`config.mk`:
```
export PLATFORM = sky130hd
export DESIGN_NAME = soundweb_stream_encoder
export DESIGN_NICKNAME = d
export VERILOG_FILES = /design/src/rtl/soundweb_stream_encoder.sv
export SDC_FILE = /design/constraint.sdc
export NUM_CORES = 1
export LEC_CHECK = 0
export CAP_MARGIN = 10
export CORE_UTILIZATION = 30
export CTS_CLUSTER_DIAMETER = 50
export CTS_CLUSTER_SIZE = 24
export DETAILED_ROUTE_END_ITERATION = 12
export DONT_BUFFER_PORTS = 1
export GPL_TIMING_DRIVEN = 0
export SYNTH_ARGS = -nofsm -noshare
export SYNTH_HDL_FRONTEND = slang
export SYNTH_SLANG_ARGS = --single-unit
```
`constraint.sdc`:
```
create_clock -name clk -period 11.75 [get_ports clk]
set_input_delay 2.35 -clock clk [delete_from_list [all_inputs] [get_ports clk]]
set_output_delay 2.35 -clock clk [all_outputs]
set_load 0.01 [all_outputs]
```
`src/rtl/soundweb_stream_encoder.sv`:
```
// Soundweb stream encoder.
// Takes one parallel message body through a valid/ready handshake and emits
// it as a framed byte stream: STX, escaped body bytes, escaped XOR checksum
// (optional), ETX. All outputs come straight from flops; their next values
// are decoded from the next FSM state so the first STX appears one cycle
// after the message is accepted.
module soundweb_stream_encoder #(
  parameter int         BODY_BYTES  = 13,
  parameter bit         CHECKSUM_EN = 1'b1,
  parameter logic [7:0] STX         = 8'h02,
  parameter logic [7:0] ETX         = 8'h03,
  parameter logic [7:0] ESC         = 8'h1B
) (
  input  logic                    clk,
  input  logic                    reset,
  input  logic [8*BODY_BYTES-1:0] in_body,
  input  logic                    in_valid,
  output logic                    in_ready,
  output logic [7:0]              tx_data,
  output logic                    tx_valid,
  input  logic                    tx_ready,
  output logic                    busy,
  output logic                    frame_done
);

  localparam int                BODY_W   = 8 * BODY_BYTES;
  localparam int                IDX_W    = $clog2(BODY_BYTES) + 1;
  localparam logic [IDX_W-1:0]  LAST_IDX = IDX_W'(BODY_BYTES - 1);

  typedef enum logic [2:0] {
    IDLE      = 3'd0,
    SEND_STX  = 3'd1,
    SEND_BODY = 3'd2,
    SEND_ESC2 = 3'd3,
    SEND_CHK  = 3'd4,
    SEND_CHK2 = 3'd5,
    SEND_ETX  = 3'd6
  } state_e;

  // Bytes that collide with framing/control codes on the link.
  function automatic logic is_reserved(input logic [7:0] b);
    case (b)
      8'h02, 8'h03, 8'h06, 8'h15, 8'h1B: is_reserved = 1'b1;
      default:                           is_reserved = 1'b0;
    endcase
  endfunction

  // Second byte of an escape pair: original byte shifted into the upper half.
  function automatic logic [7:0] escaped(input logic [7:0] b);
    escaped = b + 8'h80;
  endfunction

  // Byte idx of a packed body; out-of-range indices read as zero.
  function automatic logic [7:0] body_byte(input logic [BODY_W-1:0] body,
                                           input logic [IDX_W-1:0]  idx);
    body_byte = 8'h00;
    for (int k = 0; k < BODY_BYTES; k++) begin
      body_byte = (idx == IDX_W'(k)) ? body[8*k +: 8] : body_byte;
    end
  endfunction

  // XOR of all raw body bytes; escape bytes never enter the checksum.
  function automatic logic [7:0] body_xor(input logic [BODY_W-1:0] body);
    body_xor = 8'h00;
    for (int k = 0; k < BODY_BYTES; k++) begin
      body_xor = body_xor ^ body[8*k +: 8];
    end
  endfunction

  state_e            state_q, state_d;
  logic [IDX_W-1:0]  index_q, index_d;
  logic [BODY_W-1:0] body_q, body_d;
  logic [7:0]        chk_q, chk_d;

  logic              in_ready_q, in_ready_d;
  logic [7:0]        tx_data_q, tx_data_d;
  logic              tx_valid_q, tx_valid_d;
  logic              busy_q, busy_d;
  logic              frame_done_q, frame_done_d;

  logic [7:0]        cur_byte_s;
  logic [7:0]        nxt_byte_s;
  state_e            after_body_s;

  assign cur_byte_s   = body_byte(body_q, index_q);
  assign nxt_byte_s   = body_byte(body_d, index_d);
  assign after_body_s = CHECKSUM_EN ? SEND_CHK : SEND_ETX;

  // State register: FSM state, captured body, byte index and checksum.
  always_ff @(posedge clk or posedge reset) begin
    if (reset) begin
      state_q <= IDLE;
      index_q <= '0;
      body_q  <= '0;
      chk_q   <= 8'h00;
    end else begin
      state_q <= state_d;
      index_q <= index_d;
      body_q  <= body_d;
      chk_q   <= chk_d;
    end
  end

  // Next-state logic: nothing advances while the current byte is not consumed.
  always_comb begin
    state_d = state_q;
    index_d = index_q;
    body_d  = body_q;
    chk_d   = chk_q;
    case (state_q)
      IDLE: begin
        if (in_valid && in_ready_q) begin
          state_d = SEND_STX;
          body_d  = in_body;
          chk_d   = body_xor(in_body);
          index_d = '0;
        end else begin
          state_d = IDLE;
        end
      end
      SEND_STX: begin
        if (tx_ready) begin
          state_d = SEND_BODY;
          index_d = '0;
        end else begin
          state_d = SEND_STX;
        end
      end
      SEND_BODY: begin
        if (!tx_ready) begin
          state_d = SEND_BODY;
        end else if (is_reserved(cur_byte_s)) begin
          state_d = SEND_ESC2;
        end else if (index_q == LAST_IDX) begin
          state_d = after_body_s;
        end else begin
          index_d = index_q + IDX_W'(1);
        end
      end
      SEND_ESC2: begin
        if (!tx_ready) begin
          state_d = SEND_ESC2;
        end else if (index_q == LAST_IDX) begin
          state_d = after_body_s;
        end else begin
          state_d = SEND_BODY;
          index_d = index_q + IDX_W'(1);
        end
      end
      SEND_CHK: begin
        if (tx_ready) begin
          state_d = is_reserved(chk_q) ? SEND_CHK2 : SEND_ETX;
        end else begin
          state_d = SEND_CHK;
        end
      end
      SEND_CHK2: begin
        if (tx_ready) begin
          state_d = SEND_ETX;
        end else begin
          state_d = SEND_CHK2;
        end
      end
      SEND_ETX: begin
        if (tx_ready) begin
          state_d = IDLE;
        end else begin
          state_d = SEND_ETX;
        end
      end
      default: begin
        state_d = IDLE;
        index_d = '0;
      end
    endcase
  end

  // Output decode from the next state so every output can be registered.
  always_comb begin
    in_ready_d   = 1'b0;
    tx_valid_d   = 1'b1;
    busy_d       = 1'b1;
    tx_data_d    = 8'h00;
    frame_done_d = (state_q == SEND_ETX) && tx_ready;
    case (state_d)
      IDLE: begin
        in_ready_d = 1'b1;
        tx_valid_d = 1'b0;
        busy_d     = 1'b0;
        tx_data_d  = 8'h00;
      end
      SEND_STX:  tx_data_d = STX;
      SEND_BODY: tx_data_d = is_reserved(nxt_byte_s) ? ESC : nxt_byte_s;
      SEND_ESC2: tx_data_d = escaped(nxt_byte_s);
      SEND_CHK:  tx_data_d = is_reserved(chk_d) ? ESC : chk_d;
      SEND_CHK2: tx_data_d = escaped(chk_d);
      SEND_ETX:  tx_data_d = ETX;
      default: begin
        in_ready_d = 1'b1;
        tx_valid_d = 1'b0;
        busy_d     = 1'b0;
        tx_data_d  = 8'h00;
      end
    endcase
  end

  // Output registers.
  always_ff @(posedge clk or posedge reset) begin
    if (reset) begin
      in_ready_q   <= 1'b1;
      tx_data_q    <= 8'h00;
      tx_valid_q   <= 1'b0;
      busy_q       <= 1'b0;
      frame_done_q <= 1'b0;
    end else begin
      in_ready_q   <= in_ready_d;
      tx_data_q    <= tx_data_d;
      tx_valid_q   <= tx_valid_d;
      busy_q       <= busy_d;
      frame_done_q <= frame_done_d;
    end
  end

  assign in_ready   = in_ready_q;
  assign tx_data    = tx_data_q;
  assign tx_valid   = tx_valid_q;
  assign busy       = busy_q;
  assign frame_done = frame_done_q;

endmodule

```
Yosys cells after proc, flatten, opt, wreduce, memory -nomap -nowiden. Index checks and enable logic that the tools add are counted.

Add/sub/neg operators: 3. Eq/ne operators: 56. Muxes and demuxes: 64. Bitwise logic cells: 12. Reductions and logical operators: 11.

Operators with widths (number): two-way mux 8 bit (30); two-way mux 104 bit (2); bitwise XOR 8 bit (12); equality test 8 x 2 -> 1 bit, second input constant (8); equality test 8 x 5 -> 1 bit, second input constant (8); equality test 5 x 4 -> 1 bit, second input constant (10); case mux 8 bit (6 select lines) (1); equality test 5 x 3 -> 1 bit, second input constant (8); equality test 8 x 3 -> 1 bit, second input constant (4); two-way mux 5 bit (6); case mux 5 bit (5 select lines) (1); case mux 3 bit (7 select lines) (1); equality test 5 x 2 -> 1 bit, second input constant (4); OR reduction 5 bit (4); equality test 3 bit, second input constant (6); two-way mux 3 bit (6); adder 8 bit, second input constant (2); two-way mux 1 bit (13); equality test 3 x 2 -> 1 bit, second input constant (4); equality test 5 x 1 -> 1 bit, second input constant (2); logical NOT 5 bit (2); two-way mux 2 bit (4); equality test 3 x 1 -> 1 bit, second input constant (2); OR reduction 6 bit (1); other kinds (4) (5).

Flip-flop bits (word level): 131. Input port bits: 108. Output and inout bits: 12. Logic and storage cells: 154.

Longest topological paths before layout. Gate-level depths: netlist of the first run.

Depth after elaboration: 42. Gate-level depth with buffers: 24. Mapped depth without buffers: 19.

Worst setup path before layout of the first run. Ideal clock, no wire load.

Path type: input port to flip-flop. Start point: in in_valid. End point: reg tx_data_q[3], in the netlist tx_data[3]. Library setup time: 0.082 ns. Arrival time: 5.418 ns. Data required time: 11.668 ns. Setup slack: 6.250 ns. Cell stages on the path: 15. Path through: nand2_1 nor4_1 clkbuf_1 clkbuf_1 clkbuf_1 clkbuf_1 nand2_1 nand2_1 o21ai_0 o21ai_0 nor4_1 a211oi_2 nand2_1 or4_1 a31oi_1.

Elaborated cells on any way between the ends: 62. Classes of those cells: 2 x add/sub; 28 x eq/ne; 28 x mux; 4 x reduce/logical.

RTL lines: start, declared (line 17) `input logic in_valid,`; logical AND 1 bit (*) (line 112) `if (in_valid && in_ready_q) begin`; two-way mux 104 bit (*) (line 112); two-way mux 104 bit (*) (line 110) `case (state_q)`; named net body_d[18] (line 72) `logic [BODY_W-1:0] body_q, body_d;`; two-way mux 8 bit (*) (11 in a row) (line 58) `body_byte = (idx == IDX_W'(k)) ? body[8*k +: 8] : body_byte;`; equality test 8 x 2 -> 1 bit, or another cell as far along (line 42) `case (b)`; OR reduction 5 bit (line 42); two-way mux 1 bit (line 42); two-way mux 1 bit (line 185) `case (state_d)`; two-way mux 8 bit (line 193) `SEND_BODY: tx_data_d = is_reserved(nxt_byte_s) ? ESC : nxt_byte_s;`; case mux 8 bit (6 select lines) (*) (line 185); named net tx_data_d[3] (line 76) `logic [7:0] tx_data_q, tx_data_d;`; end signal, assigned (line 217) `tx_data_q <= tx_data_d;`; end, declared (line 76).

Mark *: on every way through the listed nets, which the timed path passes. The rest lies on a longest branch. The select of a mux whose other input is x is not followed.

Worst setup path in the final report of the first run.
Start point: in in_valid. End point: reg tx_data_q[3], in the netlist tx_data[3].

Elaborated cells on any way between the ends: 62. Classes of those cells: 2 x add/sub; 28 x eq/ne; 28 x mux; 4 x reduce/logical.

RTL lines (line): logical AND 1 bit (*) (112); two-way mux 104 bit (*) (112); two-way mux 104 bit (*) (110); named net body_d[88] (72); two-way mux 8 bit (*) (2 in a row) (58); equality test 8 x 2 -> 1 bit, or another cell as far along (42); OR reduction 5 bit (42); two-way mux 1 bit (42); two-way mux 1 bit (185); two-way mux 8 bit (193); case mux 8 bit (6 select lines) (*) (185); named net tx_data_d[3] (76).

Marked as above.

==> results.txt, run 1 <==
----------------------------------------------------
[Power]
  Worst vdd rail ir drop ... 0.000120 V
  Part of the total power dissipated in the clock network ... 0.170
  Switching power ... 1.61 mW
  Static Leak ... 4.53 nW
  Proportion of power drawn by flip-flops and latches ... 0.260
  Power Dens Cells ... 304 nW/um^2
  P_int ... approximately 1.6 mW
  Share of power burned in combinational logic ... 0.571
  Proportion of total power due to net switching ... 0.508

[Worst setup path]
  Required time of the critical path ... approximately 12000 ps
  Launch instance of the worst register-to-register path ... index_q[0]
  Worst-path fanout max ... 10
  Startpoint-to-endpoint class of the critical path ... primary input to flip-flop
  Arrival time worst endpoint ... 7310 ps
  Type of origin of the critical path ... primary input
  Endpoint type of the worst setup path ... flip-flop
  Critical path startpoint ... in_valid
  Number of cell instances on the worst register-to-register path ... 19
  CP endpoint ... tx_data[3]
  R2r setup slk ... 4980 ps
  Reg2Reg Capture Point ... tx_data[3]

[Logic synthesis]
  Share of async-settable or async-resettable flops after synthesis ... 1.00
  Yosys top cell by area ... sky130_fd_sc_hd__dfrtp_1
  Biggest area contributors in the synthesized netlist ... sky130_fd_sc_hd__dfrtp_1 35%, sky130_fd_sc_hd__nand2_1 12%, sky130_fd_sc_hd__xnor2_1 6.9%
  Synth Net Count ... 1263
  YS warnings ... 0
  Fraction of post-synthesis cell area in the top cell type by area ... 0.350
  Most used standard cells in the synthesized netlist ... 298 x sky130_fd_sc_hd__nand2_1, 130 x sky130_fd_sc_hd__dfrtp_1, 76 x sky130_fd_sc_hd__a21oi_1
  Flip-flop and latch count after synthesis ... 131
  EDFF count, synth ... 0
  Portion of the post-synthesis area used by sequential elements ... 0.353
  Gate count of the mapped netlist ... 1151
  Average cell area after synthesis ... 8.08 sq um
  Most frequently used flop master after synthesis ... sky130_fd_sc_hd__dfrtp_1
  Library cell with the highest instance count after synthesis ... sky130_fd_sc_hd__nand2_1
  Number of distinct library cells after synthesis ... 105
  Cell area after synthesis ... 9300 sq um

[STA]
  Minimum setup slack in the final design ... 4790 ps
  Setup-violating endpoint count in the final report ... 0
  Max-slew headroom at the worst pin ... 0.262
  TNS Setup ... 0 ps
  Setup repair after global routing missed its margin ... false
  Slew Limit Fails ... 0
  Post-Route Skew ... between 10 and 15 ps
  Shortest period the worst path allows ... 6960 ps
  Worst hold slack ... 502 ps
  Actual transition at the worst max-transition pin ... 1100 ps
  Final hold vios ... 0
  Highest Clock Rate ... 0.144 GHz
  Fin crit share ... 0.592

[Route]
  Detailed-route via count ... roughly 9100
  Detailed Route Iter0 Violations ... 1038
  Average wire per standard cell ... 24.5 microns
  Remaining number of nets flagged by the antenna check after routing ... 0
  Total wire length after detailed routing ... 38700 microns
  DR vias/cell ... 5.75
  First-pass detailed-route iteration total ... 5
  DRC violation count after routing ... 0

[Final layout]
  # nets final ... 1283
  Filler Cells Inserted ... 3191
  Antenna diode count ... 0
  Share of post-route cells with drive strength above 1 ... 0.0921
  Area Overhead vs Synth ... 11.9%
  Final std cell area, no fill ... 10400 sq um

[Die]
  Initial cell density of the core ... 0.305
  Total die area ... approximately 32000 sq um
  Area of the placeable core ... 30500 sq um
  Boundary Pins ... 120
  Horizontal extent of the die ... 178 microns
  Count of standard-cell rows ... 64
  Die Y ... 178 microns

[Clock tree]
  Count of hold buffers inserted by post-cts repair ... 0
  Number of sinks handled by clock tree synthesis ... 131
  Clock tree from TritonCTS ... done
  Clock tree root buffer cell ... sky130_fd_sc_hd__clkbuf_16
  Source-to-sink clock delay at the later pin of the worst-skew pair ... 440 ps
  Clock-pin slew on the worst setup and hold paths ... 70 ps
  Resized Gates After CTS ... 0
  CTS buffer count ... 17
  Post-CTS setup buffer count ... 0
  Maximum buffer depth of the clock tree ... 2
  Htree depth ... 4

[Job]
  Count of maximum capacitance violations ... 0

[Global route]
  Met1 layer usage reported by global route ... 0.323
  Aggregate global routing overflow ... 0
  Pin count of the biggest net entering global routing ... 81
  Most Used Layer, Global Route ... met2
  Initial antenna violation count ... 0
  First-pass GRT wire length ... 57200 microns
  Met2 Track Usage GR ... 0.379
  Met3 Track Usage GR ... 0.0622
  GR Util All Layers ... 0.249
  Number of global-route vias before repair ... between 8000 and 9000

[Hold path]
  Startpoint of the lowest-slack hold path ... body_q[92]
  Type of the tightest min-delay check ... flip-flop to flip-flop

[Place]
  Detailed-placement wirelength estimate ... 29700 microns
  Quantity of I/O buffers inserted on ports ... 0
  DP Worst Slack ... 4410 ps
  Total cell area at the placement stage ... 9820 sq um
  Final Wtd Congestion ... 0.992

[Status]
  Outcome ... finished clean

----------------------------------------------------
==> sequential cells by signal, summed over array words and instances, names as in the netlist <==
| name | cells |
|---|---|
| body_q | 104 |
| chk_q | 8 |
| tx_data | 8 |
| index_q | 5 |
| state_q | 3 |
| busy | 1 |
| frame_done | 1 |
| in_ready | 1 |
==> worst max-delay path, cell delays in order <==
cell and delay (ps):
sky130_fd_sc_hd__nand2_1 80, sky130_fd_sc_hd__nor4_1 850, sky130_fd_sc_hd__clkbuf_1 510, sky130_fd_sc_hd__clkbuf_1 670
sky130_fd_sc_hd__clkbuf_1 590, sky130_fd_sc_hd__buf_1 480, sky130_fd_sc_hd__nand2_1 100, sky130_fd_sc_hd__nand2_1 90
sky130_fd_sc_hd__a2bb2oi_1 60, sky130_fd_sc_hd__a2bb2oi_1 140, sky130_fd_sc_hd__a22oi_1 490, sky130_fd_sc_hd__nand2_1 200
sky130_fd_sc_hd__or4_1 510, sky130_fd_sc_hd__a31oi_1 170
==> per-layer routing <==
metal  routed length (microns)  up-vias  share of wire
met5                         0        -              0
met4                      1870        0          0.048
met3                      3950       95           0.10
met2                     17200      501           0.44
met1                     15700     4438           0.41
li1                          -     4057              -
==> stage by stage <==
step | util | total power [mW] | cells
after global placement | 0.321 | 2.55 | 1547
after CTS | 0.341 | 3.11 | 1580
after global routing | 0.341 | 3.33 | 1580
after detailed placement | 0.322 | 2.57 | 1548
after floorplan | - | 2.00 | 1151
final | 0.341 | 3.17 | 1580
==> power groups by stage <==
stage / clock network [mW] / logic [mW] / registers [mW]
2_1_floorplan: 0 / 1.25 / 0.749
3_3_place_gp: 0 / 1.73 / 0.818
3_5_place_dp: 0 / 1.75 / 0.822
4_1_cts: 0.538 / 1.76 / 0.816
5_1_grt: 0.557 / 1.94 / 0.836
6_report: 0.537 / 1.81 / 0.823
==> placed cells by master (no fill, tap or decap), types with 9 or more instances in the layout <==
cell type,Yosys,routed
sky130_fd_sc_hd__nor2_1,51,51
sky130_fd_sc_hd__inv_1,48,47
sky130_fd_sc_hd__dfrtp_1,130,130
sky130_fd_sc_hd__clkbuf_1,34,34
sky130_fd_sc_hd__o21ai_0,61,61
sky130_fd_sc_hd__mux2i_1,27,27
sky130_fd_sc_hd__nor2b_1,13,13
sky130_fd_sc_hd__a21oi_1,76,76
sky130_fd_sc_hd__buf_2,18,18
sky130_fd_sc_hd__nand3_1,18,18
sky130_fd_sc_hd__o32ai_1,11,11
sky130_fd_sc_hd__xnor2_1,73,73
sky130_fd_sc_hd__nand2_1,298,298
sky130_fd_sc_hd__nor3_1,21,21
sky130_fd_sc_hd__nand3b_1,9,9
sky130_fd_sc_hd__xor2_1,24,24
sky130_fd_sc_hd__or3_1,13,13
sky130_fd_sc_hd__clkbuf_16,0,17
sky130_fd_sc_hd__o211ai_1,10,10
==> worst min-delay path by stage <==
stage | endpoint | slack, ps | depth (start not counted)
after floorplan | body_q[6] | 450 | 2
after global placement | body_q[92] | 480 | 2
after detailed placement | body_q[92] | 490 | 2
after CTS | body_q[92] | 500 | 2
after global routing | body_q[103] | 530 | 2
final | body_q[92] | 500 | 2
==> cell type report <==
| class | instances | area (sq um) | area share |
|---|---|---|---|
| Buffer | 73 | 365 | 0.0351 |
| Clock buffer | 17 | 425 | 0.0409 |
| Clock inverter | 15 | 149 | 0.0143 |
| Inverter | 50 | 195 | 0.0188 |
| Multi-Input combinational cell | 897 | 5460 | 0.525 |
| Sequential cell | 131 | 3280 | 0.315 |
| Tap cell | 396 | 495 | 0.0476 |
| Timing Repair Buffer | 1 | 27.5 | 0.00265 |
==> logic make-up after synthesis <==
| group | after synthesis | share of synthesized area |
|---|---|---|
| buffers and inverters | 123 | 0.0598 |
| and+or+nand+nor | 491 | 0.248 |
| xor gates and xnor gates | 97 | 0.0914 |
| DFF | 131 | 0.353 |
| muxes | 27 | 0.0291 |
| adders and majority gates | 4 | 0.00538 |
| AOI/OAI and AO/OA | 278 | 0.214 |
Note: power is estimated with default switching activity, not from simulation.
==> run 2, diff against run 1 <==
==> constraint.sdc (replaced) <==
create_clock -name clk -period 5.9 [get_ports clk]
set_input_delay 1.18 -clock clk [delete_from_list [all_inputs] [get_ports clk]]
set_output_delay 1.18 -clock clk [all_outputs]
set_load 0.01 [all_outputs]
==> run 2 against run 1 <==
Compared with the run above: core utilization up 0.47 points; flip-flop and latch count is the same; non-clock buffer count up 7; first-iteration DRC count down 0.58%; sequential share of layout area fell by 0.42 points.
==> results.txt, run 2 (synthesis results as in run 1) <==
----------------------------------------------------
[Global route]
  Number of global-route vias before repair ... 8992
  Most Used Layer, Global Route ... met2
  Pin count of the biggest net entering global routing ... 81
  GR Util All Layers ... 0.250
  Met1 layer usage reported by global route ... 0.326
  First-pass GRT wire length ... ~57000 microns
  Met2 Track Usage GR ... 0.383
  Met3 Track Usage GR ... 0.0590
  Initial antenna violation count ... 0
  Aggregate global routing overflow ... 0

[Job]
  Count of maximum capacitance violations ... 0

[Worst setup path]
  Required time of the critical path ... 6250 ps
  Worst path max stage delay ... 560 ps
  Worst path slowest cell ... sky130_fd_sc_hd__or4b_4
  R2r setup slk ... 130 ps
  Number of cell instances on the worst register-to-register path ... 22
  Type of origin of the critical path ... flip-flop
  Startpoint-to-endpoint class of the critical path ... flip-flop to flip-flop
  Endpoint type of the worst setup path ... flip-flop
  Crit path cell chain ... inv_1 -> ha_1 -> clkbuf_2 -> buf_2 -> a21oi_1 -> o21ai_0 -> a21oi_1 -> nand3_1 -> a31oi_1 -> or4b_4 -> o21ai_4 -> a21oi_2 -> nor2_4 -> buf_6 -> buf_6 -> nand2_1 -> a211oi_1 -> a311oi_1 -> a22oi_2 -> nand2_1 -> or4_1 -> a31oi_1
  Worst-path fanout max ... 10
  Arrival time worst endpoint ... 6130 ps

[Clock tree]
  CTS buffer count ... 17
  Maximum buffer depth of the clock tree ... 2
  Number of sinks handled by clock tree synthesis ... between 100 and 150
  Clock-pin slew on the worst setup and hold paths ... approximately 60 ps
  Clock tree root buffer cell ... sky130_fd_sc_hd__clkbuf_16
  Source-to-sink clock delay at the later pin of the worst-skew pair ... 440 ps
  Clock tree from TritonCTS ... done
  Count of hold buffers inserted by post-cts repair ... 0
  Htree depth ... 4

[Route]
  DR vias/cell ... 5.82
  Total wire length after detailed routing ... between 30000 and 40000 microns
  First-pass detailed-route iteration total ... 6
  Remaining number of nets flagged by the antenna check after routing ... 0
  Detailed Route Iter0 Violations ... roughly 1000
  DRC violation count after routing ... 0
  Detailed-route via count ... about 9000
  Average wire per standard cell ... 24.5 microns

[Final layout]
  Total area of multi-input combinational cells ... roughly 5500 sq um
  Filler Cells Inserted ... 3179
  # nets final ... 1290
  Area Overhead vs Synth ... 13.4%
  Flip-flop count of the largest register after layout ... 104
  Final std cell area, no fill ... 10500 sq um
  Top reg by flops ... body_q
  Share of post-route cells with drive strength above 1 ... 0.115
  Fin util ... 0.346
  Most used cells in the layout excluding fill and tap cells ... 298 x sky130_fd_sc_hd__nand2_1, 129 x sky130_fd_sc_hd__dfrtp_1, 75 x sky130_fd_sc_hd__a21oi_1, 73 x sky130_fd_sc_hd__xnor2_1, 61 x sky130_fd_sc_hd__o21ai_0
  Antenna diode count ... 0
  Most frequent standard cell in the layout excluding fill and tap cells ... sky130_fd_sc_hd__nand2_1
  Reg area ... 3280 sq um

[STA]
  Setup-violating endpoint count in the final report ... 0
  Max-slew headroom at the worst pin ... 0.282
  Actual transition at the worst max-transition pin ... 1070 ps
  Highest Clock Rate ... 0.173 GHz
  Shortest period the worst path allows ... 5770 ps
  Final hold vios ... 0
  Setup repair after global routing missed its margin ... false
  Minimum setup slack in the final design ... between 100 and 150 ps
  TNS Setup ... 0 ps
  Fin crit share ... 0.979
  Slew Limit Fails ... 0
  Post-Route Skew ... between 15 and 20 ps

[Place]
  Total cell area at the placement stage ... approximately 10000 sq um
  Detailed-placement wirelength estimate ... 29700 microns
  Final Wtd Congestion ... between 0.9 and 1
  DP Worst Slack ... -573 ps
  Quantity of I/O buffers inserted on ports ... 0

[Hold path]
  Count of cells along the worst hold path ... 2
  Type of the tightest min-delay check ... flip-flop to flip-flop

[Power]
  Overall power of the completed layout ... about 6.4 mW
  Part of the total power dissipated in the clock network ... 0.167
  Power Dens Cells ... 610 nW/um^2
  Share of power burned in combinational logic ... 0.579
  Worst vdd rail ir drop ... 0.000247 V
  Proportion of power drawn by flip-flops and latches ... 0.255
  Static Leak ... 4.59 nW
  Switching power ... 3.24 mW
  P_int ... 3.19 mW
  Proportion of total power due to net switching ... 0.504

[Die]
  Area of the placeable core ... roughly 31000 sq um
  Count of standard-cell rows ... 64
  Total die area ... around 32000 sq um
  Boundary Pins ... 120
  Initial cell density of the core ... 0.305
  Die Y ... 178 microns
  Horizontal extent of the die ... 178 microns

[Status]
  Outcome ... finished clean

----------------------------------------------------
==> run 2: final cells by class <==
class	count	share of cell area
flip-flops and latches	131	0.311
plain buffers	72	0.0354
clock inverters	15	0.0141
well taps	396	0.0470
clock buffers	17	0.0404
inverters	50	0.0185
repair buffers	9	0.00831
multi-input cells	897	0.525
==> run 2: worst max-delay path, delay by kind of cell, from the launching register on <==
family	cells	cell delay, ps
buf+inv	5	1140
simple gates	6	1710
compound gates	10	2010
flops	1	490
fa+ha+maj	1	290
==> run 2: power by group through the flow <==
stage | clock [mW] | sequential (mW) | combinational (mW)
2_1_floorplan | 0 | 1.49 | 2.49
3_3_place_gp | 0 | 1.63 | 3.45
3_5_place_dp | 0 | 1.64 | 3.48
4_1_cts | 1.07 | 1.62 | 3.53
5_1_grt | 1.11 | 1.67 | 3.98
6_report | 1.07 | 1.64 | 3.72
==> run 2: metal layers <==
metal | vias to the layer above | share of wire
li1 | 4077 | -
met1 | 4515 | 0.41
met2 | 540 | 0.45
met3 | 104 | 0.098
met4 | 0 | 0.048
met5 | - | 0
==> run 2: per-stage QoR <==
step	instances	hold slack, ps
2_1_floorplan	1151	451
3_3_place_gp	1547	479
3_5_place_dp	1548	486
4_1_cts	1581	501
5_1_grt	1587	525
6_report	1587	499
==> run 2: what timing repair did <==
action / in CTS / in global routing
endpoints found under the setup margin: 5 / 5
buffers inserted: 2 / 6
resized for setup: 11 / 15
pin swaps: 2 / 2
cloned: 0 / 0
==> run 2: path summary, 6_finish.rpt <==
| path | startpoint | endpoint |
|---|---|---|
| max | index_q[0] | tx_data[3] |
| min | body_q[92] | body_q[92] |
| max reg2reg | index_q[0] | tx_data[3] |
| min reg2reg | body_q[92] | body_q[92] |
| max in group asynchronous | reset | in_ready |
| min in group asynchronous | reset | body_q[25] |
